**src/rtl/regs_debug_serializer_pkg.sv**
```systemverilog
// -----------------------------------------------------------------------------
// regs_debug_serializer_pkg
//   Shared definitions for the register-bank debug serializer:
//   - default values for the three size parameters,
//   - the FSM state encoding (IDLE=00, SEND=01, DONE=10),
//   - a helper that derives the number of output bytes per register.
// -----------------------------------------------------------------------------
package regs_debug_serializer_pkg;

    localparam int DEFAULT_REGISTERS_BANK_SIZE = 32;
    localparam int DEFAULT_BUS_SIZE            = 32;
    localparam int DEFAULT_BYTE_SIZE           = 8;

    typedef enum logic [1:0] {
        RDS_IDLE = 2'b00,
        RDS_SEND = 2'b01,
        RDS_DONE = 2'b10
    } rds_state_t;

    function automatic int bytes_per_reg(input int bus_size, input int byte_size);
        return bus_size / byte_size;
    endfunction

endpackage

```
**src/rtl/regs_debug_serializer_mux.sv**
```systemverilog
// -----------------------------------------------------------------------------
// mux
//   Generic N-channel word selector. Channel c occupies
//   i_data[c*BUS_SIZE +: BUS_SIZE]; o_data presents the channel chosen by i_sel.
//   An out-of-range select yields zero.
// Ports
//   i_data  in   CHANNELS*BUS_SIZE  packed channels, channel 0 at the LSBs
//   i_sel   in   SEL_W              channel index
//   o_data  out  BUS_SIZE           selected channel
// -----------------------------------------------------------------------------
module mux #(
    parameter int CHANNELS = 4,
    parameter int BUS_SIZE = 8,
    parameter int SEL_W    = (CHANNELS > 1) ? $clog2(CHANNELS) : 1
) (
    input  logic [CHANNELS*BUS_SIZE-1:0] i_data,
    input  logic [SEL_W-1:0]             i_sel,
    output logic [BUS_SIZE-1:0]          o_data
);

    always_comb begin
        o_data = '0;
        for (int c = 0; c < CHANNELS; c++) begin
            if (i_sel == SEL_W'(c)) begin
                o_data = i_data[c*BUS_SIZE +: BUS_SIZE];
            end
        end
    end

endmodule

```
**src/rtl/regs_debug_serializer.sv**
```systemverilog
// -----------------------------------------------------------------------------
// regs_debug_serializer
//   Consumer end of the register-bank debug bus. A start pulse snapshots the
//   whole flat register bus; the snapshot is then streamed one byte per
//   valid/ready handshake, register 0 first, MSB byte first within a register.
// Ports
//   i_clk        in   1                      clock, rising edge
//   i_reset      in   1                      synchronous reset, active-low
//   i_start      in   1                      one-cycle dump request (IDLE only)
//   i_bus_debug  in   BANK*BUS_SIZE          register k at [k*BUS_SIZE +: BUS_SIZE]
//   i_tx_ready   in   1                      downstream accepts o_tx_data
//   o_tx_data    out  BYTE_SIZE              byte on offer (combinational)
//   o_tx_valid   out  1                      o_tx_data valid
//   o_busy       out  1                      dump in progress
//   o_done       out  1                      one-cycle pulse after last byte
//   o_reg_idx    out  $clog2(BANK)           register currently being sent
// -----------------------------------------------------------------------------
module regs_debug_serializer
    import regs_debug_serializer_pkg::*;
#(
    parameter int REGISTERS_BANK_SIZE = DEFAULT_REGISTERS_BANK_SIZE,
    parameter int BUS_SIZE            = DEFAULT_BUS_SIZE,
    parameter int BYTE_SIZE           = DEFAULT_BYTE_SIZE
) (
    input  logic                                    i_clk,
    input  logic                                    i_reset,
    input  logic                                    i_start,
    input  logic [REGISTERS_BANK_SIZE*BUS_SIZE-1:0] i_bus_debug,
    input  logic                                    i_tx_ready,
    output logic [BYTE_SIZE-1:0]                    o_tx_data,
    output logic                                    o_tx_valid,
    output logic                                    o_busy,
    output logic                                    o_done,
    output logic [$clog2(REGISTERS_BANK_SIZE)-1:0]  o_reg_idx
);

    localparam int BYTES_PER_REG = bytes_per_reg(BUS_SIZE, BYTE_SIZE);
    localparam int REG_IDX_W     = $clog2(REGISTERS_BANK_SIZE);
    localparam int BYTE_IDX_W    = (BYTES_PER_REG > 1) ? $clog2(BYTES_PER_REG) : 1;

    localparam logic [REG_IDX_W-1:0]  LAST_REG  = REG_IDX_W'(REGISTERS_BANK_SIZE - 1);
    localparam logic [BYTE_IDX_W-1:0] LAST_BYTE = BYTE_IDX_W'(BYTES_PER_REG - 1);

    rds_state_t                              state;
    logic [REGISTERS_BANK_SIZE*BUS_SIZE-1:0] snapshot;
    logic [REG_IDX_W-1:0]                    reg_idx;
    logic [BYTE_IDX_W-1:0]                   byte_idx;

    logic [BUS_SIZE-1:0]                     cur_reg;
    logic [BYTE_IDX_W-1:0]                   byte_sel;

    assign cur_reg   = snapshot[int'(reg_idx)*BUS_SIZE +: BUS_SIZE];
    // The mux places channel 0 at the LSBs, so byte 0 (the MSB byte) is the
    // highest channel.
    assign byte_sel  = LAST_BYTE - byte_idx;
    assign o_reg_idx = reg_idx;

    mux #(
        .CHANNELS (BYTES_PER_REG),
        .BUS_SIZE (BYTE_SIZE),
        .SEL_W    (BYTE_IDX_W)
    ) u_byte_mux (
        .i_data (cur_reg),
        .i_sel  (byte_sel),
        .o_data (o_tx_data)
    );

    always_ff @(posedge i_clk) begin
        if (!i_reset) begin
            state      <= RDS_IDLE;
            snapshot   <= '0;
            reg_idx    <= '0;
            byte_idx   <= '0;
            o_tx_valid <= 1'b0;
            o_busy     <= 1'b0;
            o_done     <= 1'b0;
        end else begin
            case (state)
                RDS_IDLE: begin
                    o_done <= 1'b0;
                    if (i_start) begin
                        snapshot   <= i_bus_debug;
                        reg_idx    <= '0;
                        byte_idx   <= '0;
                        o_tx_valid <= 1'b1;
                        o_busy     <= 1'b1;
                        state      <= RDS_SEND;
                    end
                end
                RDS_SEND: begin
                    if (o_tx_valid && i_tx_ready) begin
                        if (byte_idx != LAST_BYTE) begin
                            byte_idx <= byte_idx + BYTE_IDX_W'(1);
                        end else begin
                            byte_idx <= '0;
                            if (reg_idx == LAST_REG) begin
                                // Last byte accepted: park the index at 0
                                // rather than letting it overflow.
                                reg_idx    <= '0;
                                o_tx_valid <= 1'b0;
                                o_busy     <= 1'b0;
                                o_done     <= 1'b1;
                                state      <= RDS_DONE;
                            end else begin
                                reg_idx <= reg_idx + REG_IDX_W'(1);
                            end
                        end
                    end
                end
                RDS_DONE: begin
                    o_done <= 1'b0;
                    state  <= RDS_IDLE;
                end
                default: begin
                    o_tx_valid <= 1'b0;
                    o_busy     <= 1'b0;
                    o_done     <= 1'b0;
                    state      <= RDS_IDLE;
                end
            endcase
        end
    end

endmodule

```
**config.mk**
```make
export PLATFORM = sky130hd
export DESIGN_NAME = regs_debug_serializer
export DESIGN_NICKNAME = d
export VERILOG_FILES = /design/src/rtl/regs_debug_serializer_pkg.sv /design/src/rtl/regs_debug_serializer_mux.sv /design/src/rtl/regs_debug_serializer.sv
export SDC_FILE = /design/constraint.sdc
export NUM_CORES = 2
export LEC_CHECK = 0
export BUFFER_PORTS_ARGS = -buffer_cell sky130_fd_sc_hd__buf_2
export CAP_MARGIN = 20
export CORE_AREA = 5 5 405 407
export DETAILED_ROUTE_END_ITERATION = 10
export DIE_AREA = 0 0 410 412
export SLEW_MARGIN = 20
export SYNTH_ARGS = -nofsm -noshare
export SYNTH_HDL_FRONTEND = slang
export SYNTH_SLANG_ARGS = --single-unit
```
**constraint.sdc**
```tcl
create_clock -name i_clk -period 3.65 [get_ports i_clk]
set_input_delay 0.365 -clock i_clk [delete_from_list [all_inputs] [get_ports i_clk]]
set_output_delay 0.365 -clock i_clk [all_outputs]
set_load 0.02 [all_outputs]
```
==> flow_metrics.py <==
metrics = {
    "setup_path": {
        "r2r_slack_ns": 1.13,
        "r2r_end": "o_reg_idx[2]",
        "crit_arrival_ns": 3.55,
        "regToRegStartpoint": "o_reg_idx[0]",
        "crit_required_ns": 3.28,
        "cp-end-kind": "output pin",
        "worstSetupPathType": "register to output pin",
        "start_kind": "register",
        "rr_worst_depth": 9,
        "path_max_fanout": 12,
    },
    "cts": {
        "htreeDepth": 3,
        "cts_buffer_depth": 3,
        "clkLatencyLatePin_ns": 0.72,
        "path_clk_slew_ns": 0.06,
        "cts-root-buf": "clkbuf_16",
        "cts-buffers-inserted": 115,
        "cts.sinks": 1035,
        "cts_tree": "yes",
    },
    "yosys": {
        "yosysWarnings": 0,
        "ys.flop_type": "dfxtp_1",
        "syn-num-nets": 6153,
        "ys_seq_elements": 1035,
        "syn_area_per_cell_sq_um": 8.987,
        "ys_types": 45,
        "synth_area_sq_um": 46010,
        "synthArstFlopShare_pct": 0,
        "netlist_instances": 5119,
        "seq_area_frac_synth_pct": 45.04,
        "synth_edf_count": 0,
    },
    "min_path": {
        "min_from": "i_bus_debug[1015]",
        "hold_class": "input pin to register",
        "hold_end": "snapshot[1015]",
        "holdPathStages": 3,
    },
    "floorplanning": {
        "die_h_um": 412,
        "die_area_sq_um": 168900,
        "start_util_pct": 28.78,
        "placement_rows": 147,
        "io_pins": 1044,
        "die_w_um": 410,
        "coreArea_sq_um": 159800,
    },
    "sta": {
        "post-route-period-util_pct": 107.4,
        "setup_violations": 8,
        "max_freq_ghz": 0.2551,
        "tightestPinTransition_ns": 0.8634,
        "worst_slew_margin_rel_pct": 42.44,
        "slew_violations": 0,
        "skew_ns": 0.01332,
        "timing.setup.tns_ns": -1.897,
        "fin_ws_ns": -0.2698,
        "hold_violations": 0,
        "worst_hold_slack_ns": 0.05141,
        "finalCriticalPeriod_ns": 3.920,
        "rsz0062_at_grt": "true",
    },
    "grt": {
        "grt.overflow.total": 0,
        "first_global_vias": 47970,
        "grt_pass1_wl_mm": 332.0,
        "antenna_found_initial": 46,
        "grt_max_degree": 170,
        "track_usage_pct": 26.78,
    },
    "run_status": {
        "status": "finished, violations left",
        "violations": "negative setup slack",
    },
    "placement": {
        "dpl.hpwl_mm": 173.6,
        "dp.cells": 7973,
        "place.gp.congestion": 0.9609,
        "numPortBuffers": 1043,
    },
    "route": {
        "first_pass_iters": 8,
        "wire_per_inst_um": 25.59,
        "drtIter0Drc": 4319,
        "viasPerCell": 5.124,
        "vias": 47370,
        "ant_nets": 0,
        "drc_errors": 0,
        "drt_wl_total_mm": 236.6,
    },
    "power": {
        "ir_drop_mv": 0.3341,
        "power_density_nw_per_um2": 421.6,
        "leakage_uw": 0.02685,
    },
    "layout": {
        "syn_to_final_growth_pct": 49.47,
        "stdcell_count": 9245,
        "fill_cells": 15070,
        "final_common_cell": "nand2_1",
        "layout_common_cells": "2065 x nand2_1, 1034 x buf_2, 1030 x dfxtp_1",
        "final_nets": 8073,
        "drive_gt1_share_pct": 24.48,
    },
    "job": {
        "drv.max_cap_violation_count": 0,
    },
}
-- state kept, by name, summed over array words and instances (netlist names) --
| signal | count |
|---|---|
| state | 2 |
| o_busy | 1 |
| o_reg_idx | 5 |
| o_done | 1 |
| snapshot | 1024 |
| byte_idx | 2 |
-- cell families after synthesis --
kind of cell,Yosys count,synth area share (%)
AOI/OAI and AO/OA,1198,19.68
adders and majority gates,6,0.1632
buffers and inverters,442,4.177
DFF,1035,45.04
muxes,334,13.59
and+or+nand+nor,2104,17.35
-- routing by layer --
metal | track usage [%] | wire, um | share of wire, %
met5 | 0 | 82 | 0.035
met1 | 35.20 | 99100 | 42
met3 | 5.288 | 18110 | 7.7
met4 | 18.14 | 18510 | 7.8
met2 | 39.77 | 100800 | 43
-- layout make-up --
| class | instances | area (sq um) | area share [%] |
|---|---|---|---|
| clock buffer | 164 | 3417 | 4.969 |
| clock inverter | 41 | 426.7 | 0.6204 |
| sequential | 1035 | 20740 | 30.16 |
| inverter | 6 | 22.52 | 0.03275 |
| antenna | 32 | 80.08 | 0.1164 |
| multi-input combinational | 3642 | 23890 | 34.74 |
| tap | 2086 | 2610 | 3.795 |
| timing repair buffer | 2239 | 17580 | 25.57 |
-- stage by stage --
| step | setup WS, ns | area [sq um] | total power [uW] | utilization (%) |
|---|---|---|---|---|
| detailed placement | -0.2316 | 53790 | 16250 | 33.65 |
| floorplan | 0.8689 | 46010 | 14290 | - |
| finish | -0.2698 | 68770 | 28990 | 43.02 |
| global route | -0.3643 | 68730 | 29960 | 43.00 |
| CTS | -0.3436 | 68330 | 29070 | 42.75 |
| global placement | -0.2723 | 53790 | 16220 | 33.65 |
-- what timing repair did --
item                                    4_1_cts  5_1_grt
resized for setup                            82       30
hold buffers                                988        0
cloned                                        4        1
pin swaps                                    21       10
buffers inserted                             23       21
endpoints found under the setup margin        8        8
hold endpoints to repair                    988        0
-- cell usage after synthesis, types with 7 or more instances --
cell type	count	share of area, %
nand2_1	2065	17
dfxtp_1	1035	45
a21boi_0	1025	17
clkbuf_1	334	2.7
mux4_2	232	11
mux2i_1	97	2.1
buf_1	33	0.27
buf_2	32	0.35
a211oi_1	27	0.44
o22ai_1	22	0.30
a21oi_1	21	0.23
a22o_1	21	0.40
a22oi_1	21	0.34
buf_6	19	0.47
o221ai_1	19	0.36
buf_4	17	0.28
nor2b_1	12	0.16
nor2_1	8	0.065
o21ai_0	8	0.087
a2111oi_2	7	0.23
-- critical path, stage by stage, from the launching register on --
cell	delay, ns
dfxtp_4	0.41
buf_12	0.17
buf_12	0.12
mux4_2	0.51
a22o_4	0.32
a2111oi_4	0.32
buf_4	0.21
a211oi_2	0.05
o41a_1	0.52
buf_6	0.20
-- worst max-delay path by stage --
| stage | slack, ns | from | end |
|---|---|---|---|
| finish | -0.27 | o_reg_idx[1] | o_tx_data[4] |
| global placement | -0.27 | o_reg_idx[1] | o_tx_data[4] |
| detailed placement | -0.23 | o_reg_idx[1] | o_tx_data[4] |
| CTS | -0.34 | o_reg_idx[1] | o_tx_data[2] |
| floorplan | 0.87 | o_reg_idx[0] | o_tx_data[0] |
| global route | -0.36 | o_reg_idx[1] | o_tx_data[5] |
-- where the power goes --
| group | switching, uW | internal [uW] |
|---|---|---|
| clock | 4950 | 6970 |
| sequential | 556 | 12000 |
| combinational | 2350 | 2180 |
Power figures use the tool's default switching activity.
